### config.mk
export PLATFORM = sky130hd
export DESIGN_NAME = extern_rf_multiport
export DESIGN_NICKNAME = d
export VERILOG_FILES = /design/src/rtl/extern_rf_multiport.sv
export SDC_FILE = /design/constraint.sdc
export NUM_CORES = 1
export LEC_CHECK = 0
export CAP_MARGIN = 0
export CORE_MARGIN = 2
export CORE_UTILIZATION = 48
export DETAILED_ROUTE_END_ITERATION = 6
export PLACE_DENSITY = 0.87
export SYNTH_ARGS = -nofsm -noshare
export SYNTH_HDL_FRONTEND = slang
export SYNTH_SLANG_ARGS = --single-unit
### constraint.sdc
create_clock -name CGRA_Clock -period 1.7 [get_ports CGRA_Clock]
set_input_delay 0.255 -clock CGRA_Clock [delete_from_list [all_inputs] [get_ports CGRA_Clock]]
set_output_delay 0.255 -clock CGRA_Clock [all_outputs]
set_load 0.1 [all_outputs]
### src/rtl/extern_rf_multiport.sv
// extern_rf_multiport
// Configurable multi-port register file for CGRA tiles. A serial config chain
// fills a shadow register, and Config_Load copies it into the active config.
// For each write port the active config holds an enable and an address. For
// each read port it holds an address and a bypass bit. Storage is written
// synchronously. Reads are combinational and can optionally forward the data
// being written in the same cycle.
module extern_rf_multiport #(
    parameter int NUM_IN  = 1,
    parameter int NUM_OUT = 2,
    parameter int DEPTH   = 2,
    parameter int WIDTH   = 32
) (
    input  logic                     CGRA_Clock,
    input  logic                     CGRA_Reset,
    input  logic                     Config_Enable,
    input  logic                     Config_Load,
    input  logic                     ConfigIn,
    output logic                     ConfigOut,
    input  logic                     CGRA_Enable,
    input  logic [NUM_IN*WIDTH-1:0]  in,
    output logic [NUM_OUT*WIDTH-1:0] out
);

    // Address width is at least one bit, even for a two-entry file.
    localparam int AW       = (DEPTH <= 2) ? 1 : $clog2(DEPTH);
    localparam int WP_BITS  = 1 + AW;           // WE, then write address
    localparam int RP_BITS  = AW + 1;           // read address, then bypass
    localparam int RD_BASE  = NUM_IN * WP_BITS;
    localparam int CFG_BITS = RD_BASE + NUM_OUT * RP_BITS;

    // DEPTH at address width + 1, so that an out-of-range address compares cleanly.
    localparam logic [AW:0] DEPTH_W = (AW + 1)'(DEPTH);

    logic [CFG_BITS-1:0] sr_reg;
    logic [CFG_BITS-1:0] active_reg;

    logic [WIDTH-1:0] mem_reg  [DEPTH];
    logic [WIDTH-1:0] mem_next [DEPTH];

    logic [NUM_IN-1:0]  we;
    logic [AW-1:0]      addr_i [NUM_IN];
    logic [WIDTH-1:0]   wdata  [NUM_IN];
    logic [AW-1:0]      addr_o [NUM_OUT];
    logic [NUM_OUT-1:0] byp;

    // Split the active config into the fields of each write port.
    generate
        for (genvar gi = 0; gi < NUM_IN; gi++) begin : g_wr_fields
            assign we[gi]     = active_reg[gi*WP_BITS];
            assign addr_i[gi] = active_reg[gi*WP_BITS+1 +: AW];
            assign wdata[gi]  = in[gi*WIDTH +: WIDTH];
        end
    endgenerate

    // Split the active config into the fields of each read port.
    generate
        for (genvar gi = 0; gi < NUM_OUT; gi++) begin : g_rd_fields
            assign addr_o[gi] = active_reg[RD_BASE + gi*RP_BITS +: AW];
            assign byp[gi]    = active_reg[RD_BASE + gi*RP_BITS + AW];
        end
    endgenerate

    // Shadow chain shift and commit. A load captures the shadow value from before
    // this edge's shift.
    always_ff @(posedge CGRA_Clock) begin
        if (CGRA_Reset) begin
            sr_reg     <= '0;
            active_reg <= '0;
        end else begin
            if (Config_Load) begin
                active_reg <= sr_reg;
            end
            if (Config_Enable) begin
                sr_reg <= {ConfigIn, sr_reg[CFG_BITS-1:1]};
            end
        end
    end

    // The chain tail comes straight from a flop, so ConfigIn never reaches it
    // combinationally.
    assign ConfigOut = sr_reg[0];

    // Contents the file will hold after this edge. Ports are applied in ascending
    // order, so the highest-index port wins an address collision. Writes to
    // addresses past the last entry are dropped.
    always_comb begin
        for (int e = 0; e < DEPTH; e++) begin
            mem_next[e] = mem_reg[e];
        end
        if (CGRA_Enable) begin
            for (int k = 0; k < NUM_IN; k++) begin
                if (we[k] && ({1'b0, addr_i[k]} < DEPTH_W)) begin
                    mem_next[addr_i[k]] = wdata[k];
                end
            end
        end
    end

    // Storage update. Reset clears every entry.
    always_ff @(posedge CGRA_Clock) begin
        if (CGRA_Reset) begin
            for (int e = 0; e < DEPTH; e++) begin
                mem_reg[e] <= '0;
            end
        end else begin
            for (int e = 0; e < DEPTH; e++) begin
                mem_reg[e] <= mem_next[e];
            end
        end
    end

    // Read ports. A bypassed read looks at mem_next, so the forwarded value is the
    // same as the value that will be stored. An out-of-range address reads as zero.
    generate
        for (genvar gi = 0; gi < NUM_OUT; gi++) begin : g_rd_port
            logic             rd_ok;
            logic [WIDTH-1:0] rd_data;

            assign rd_ok = ({1'b0, addr_o[gi]} < DEPTH_W);

            // Select the stored value or the forwarded value for this port.
            always_comb begin
                rd_data = '0;
                if (rd_ok) begin
                    if (byp[gi]) begin
                        rd_data = mem_next[addr_o[gi]];
                    end else begin
                        rd_data = mem_reg[addr_o[gi]];
                    end
                end
            end

            assign out[gi*WIDTH +: WIDTH] = rd_data;
        end
    endgenerate

endmodule
# Word level (Yosys, flattened, before mapping)
# Memory sizes are Yosys's and may differ from the RTL's. A register that Yosys moved wholly into a read port is not among the register bits.
# Cells that the tools add are included.
# word_totals
ram_bits,64
out_inout_bits,65
wordCells,35
register_bits,12
mem_count,1
input_bits,38
# classes
reduce_logical,1
mux,22
bitwise_logic,5
order_cmp,4
# memory_table
name,depth,width,read_ports,rd_clocked_by_memory_dff,wr,line,source
mem_reg,2,32,4,2,2,38,logic [WIDTH-1:0] mem_reg [DEPTH];
# op_table
cell,n
32-bit 2-to-1 mux,11
64-bit 2-to-1 mux,2
64-bit bitwise mux,1
32-bit demux with 1-bit select,1
1-bit 2-to-1 mux,7
2-bit greater-or-equal comparator (second input constant),3
1-bit inverter with 2-bit output,3
2-bit by 1-bit less-than comparator with 1-bit output (second input constant),1
1-bit bitwise OR,2
1-bit logical AND,1

# Depth between registers and ports, before layout
# depth
word_depth,12
mapped_depth,6
depth_no_buf,3

# Least setup slack after synthesis
# OpenSTA, ideal clock, no wires.
# synth_path
path_kind,flip-flop to output port
from,register active_reg[4]
to,output port out[34]
arrival_time_ns,1.813
path_slack_ns,-0.368
path_stages_with_launch,5
n_path_buf,2
required_time_ns,1.445
path_cell_list,dfxtp_1 buf_4 clkbuf_1 mux2_2 a221o_1
# synth_via
elab_chain_len,5
# synth_rtl
element,line,source
start: declaration,36,logic [CFG_BITS-1:0] active_reg;
start signal: assignment,72,active_reg <= sr_reg;
1-bit inverter with 2-bit output (not written as such),127,rd_data = mem_next[addr_o[gi]];
32-bit 2-to-1 mux (not written as such) (3 in series),127,
32-bit 2-to-1 mux,126,if (byp[gi]) begin
end: declaration,22,output logic [NUM_OUT*WIDTH-1:0] out
# No other way between the ends. The select of a mux whose other input is x is not followed.

# Worst setup path in the final report
# layout_path
from,register active_reg[2]
to,output port out[16]
# Same word-level chain as after synthesis.

==> flow_summary_export.csv <==
group,metric,value,unit
sta,setup_viol,64,
sta,finalHoldViolCount,0,
drt,vias_per_cell,6.70,
clocking,cts_hold_buf,0,
drt,post_drt_wl_per_cell,23.7,microns
yosys,post-synth-top-count-cell,"nand2_1",
power_and_ir_drop,p_per_area,465,mW/mm^2
yosys,synth_top_flop_cell,"dfxtp_1",
clocking,clk_pin_slew,0.08,ns
yosys,ys_warn_count,0,
drt,dr.pass1.iters,5,
worst_setup_path,worstPathCellList,"xnor2_2 -> buf_4 -> a21boi_4 -> buf_12 -> a221o_4 -> buf_12",
yosys,synth.area.top_cells,"dfxtp_1, mux2i_1, a221o_1",
placement,pre_cts_slack,-0.605,ns
cells_and_area,largest_reg_flops,64,
drt,first_iter_violations,670,
yosys,synth-seq-area-share,0.302,
floorplanning,die_h,108,microns
clocking,cts_buffers,9,
sta,fin_ws,-0.520,ns
worst_setup_path,worst_setup_path_start_kind,"flop",
cells_and_area,fin_area,0.00811,sq mm
cells_and_area,post-route-util,0.778,
sta,rsz0062_at_grt,"yes",
cells_and_area,num-fill-cells,580,
yosys,synth_edf_count,0,
sta,drv_slew,0,
hold_path,min_path_type,"in -> reg",
sta,fin_crit,2.22,ns
clocking,cts-root-buf,"clkbuf_8",
drt,wirelength,20.4,mm
clocking,clock_latency,0.37,ns
sta,relSlewSlack,0.668,
yosys,syn_area_per_cell,8.30,sq um
cells_and_area,n_antenna_cell,0,
placement,io_buffers,102,
cells_and_area,areaGrowthSynthToFinish,56.5,%
global_route,grt_util_all_layers,0.353,
drt,route.detailed.drc,0,
yosys,ys_types,20,
floorplanning,core,0.0104,sq mm
global_route,grt_pass1_wl,31.8,mm
placement,gp_congestion,0.859,
power_and_ir_drop,leakage,3.02,nW
job,cap_violations,0,
placement,hpwl,12.1,mm
floorplanning,ios,103,
floorplanning,die_x,108,microns
worst_setup_path,crit_arrival,1.97,ns
worst_setup_path,path_class,"reg -> out",
worst_setup_path,crit_slowest_cell,"a221o_4",
floorplanning,rows,37,
global_route,grt_overflow,0,
cells_and_area,multiInputGateArea,0.00387,sq mm
sta,fmax,450,MHz
yosys,synth_top_area_cell,"dfxtp_1",
outcome,status,"finished with violations",
clocking,cts_buffer_depth,2,
cells_and_area,nets,757,
cells_and_area,layout-drive-gt1-share,0.343,
worst_setup_path,crit_path_max_incr_delay,0.42,ns
sta,final.period_utilization,1.31,
cells_and_area,seqCellArea,0.00158,sq mm
worst_setup_path,cpMostUsedCell,"buf_12",
global_route,grt_start_max_net_pins,40,
drt,ant_nets,0,
worst_setup_path,cp.required,1.44,ns
worst_setup_path,endpoint_kind,"output port",
sta,hold_ws,0.363,ns
placement,place_area,0.00766,sq mm
sta,fin_tns_setup,-30.25,ns
yosys,netlist_top_cells_count,"nand2_1, dfxtp_1, mux2i_1, nor2_1",
clocking,clock_sinks,78,
yosys,synth_fp_nets,662,
power_and_ir_drop,ir_drop,0.531,mV
floorplanning,initial_core_util,0.497,
outcome,failed_checks,"negative setup slack",
global_route,grt_antenna_before_repair,0,
sta,worst_slew_pin_slew,0.498,ns
floorplanning,dieArea,0.0116,sq mm
yosys,syn_inst,624,
yosys,synthArstFlopShare,0,
yosys,ys_ff_latch,78,
clocking,cts.htree.levels,3,
global_route,first_global_vias,5885,
worst_setup_path,cp_max_fo,16,
yosys,synth_top_area_share,0.302,
sta,fin_skew,0.0180,ns
clocking,cts_tree,"done",
drt,vias,5764,
yosys,syn_area,0.00518,sq mm
placed cells by master (no fill, tap or decap), drive strengths merged, types with 2 or more instances in the layout:
cell type        n
a21boi           2
a21oi           64
a221o           64
and3             3
buf            111
bufinv           2
clkbuf          10
clkdlybuf4s50   35
clkinvlp         2
dfxtp           78
mux2            64
mux2i           76
nand2          128
nor2            76
xnor2            2
cell families (layout without fill, tap and decap cells):
| logic type | after synthesis | count (layout) | share of synthesized area |
|---|---|---|---|
| simple gates | 211 | 211 | 0.157 |
| mux | 140 | 140 | 0.286 |
| compound gates | 130 | 130 | 0.188 |
| flops | 78 | 78 | 0.302 |
| buf+inv | 63 | 163 | 0.0638 |
| xor+xnor | 2 | 2 | 0.00338 |
path summary, 6_finish.rpt:
path                                      from             end  slack, ns  depth (start not counted)
worst max-delay path             active_reg[2]         out[16]      -0.52                          6
worst min-delay path                CGRA_Reset  mem_reg[1][30]       0.36                          2
worst max register to register   active_reg[1]  mem_reg[0][17]       0.23                          5
worst min register to register  mem_reg[1][17]  mem_reg[1][17]       0.51                          2
critical path, delay by kind of cell, from the launching register on:
kind                   cells  cell delay [ns]
XOR/XNOR                   1             0.21
buffers and inverters      3             0.50
AO/OA/AOI/OAI              2             0.50
flip-flops                 1             0.39
layout make-up:
type                            count  share of cell area
Multi-Input combinational cell    483               0.478
Clock buffer                       10              0.0170
Timing Repair Buffer              147               0.279
Sequential cell                    78               0.194
Tap cell                          136              0.0210
Clock inverter                      6              0.0114
per-layer routing:
layer / share of wire / vias up / GRT usage
li1: - / 2423 / -
met1: 0.35 / 2699 / 0.418
met2: 0.48 / 494 / 0.598
met3: 0.11 / 148 / 0.0714
met4: 0.059 / 0 / 0.185
met5: 0 / - / 0
metrics by stage:
step / power [mW] / cells
floorplan: 1.97 / 624
global placement: 2.14 / 842
detailed placement: 2.14 / 842
CTS: 3.71 / 861
global route: 3.82 / 860
finish: 3.77 / 860
what timing repair did:
action	CTS	global route
gates resized for setup	36	12
setup buffers	1	0
pin swaps	15	15
endpoints found under the setup margin	64	64
gates cloned	2	0
power by group:
group / internal, mW / switching (mW)
sequential: 1.83 / 0.00736
clock: 0.875 / 0.775
combinational: 0.127 / 0.157
(Power assumes the default switching activity.)
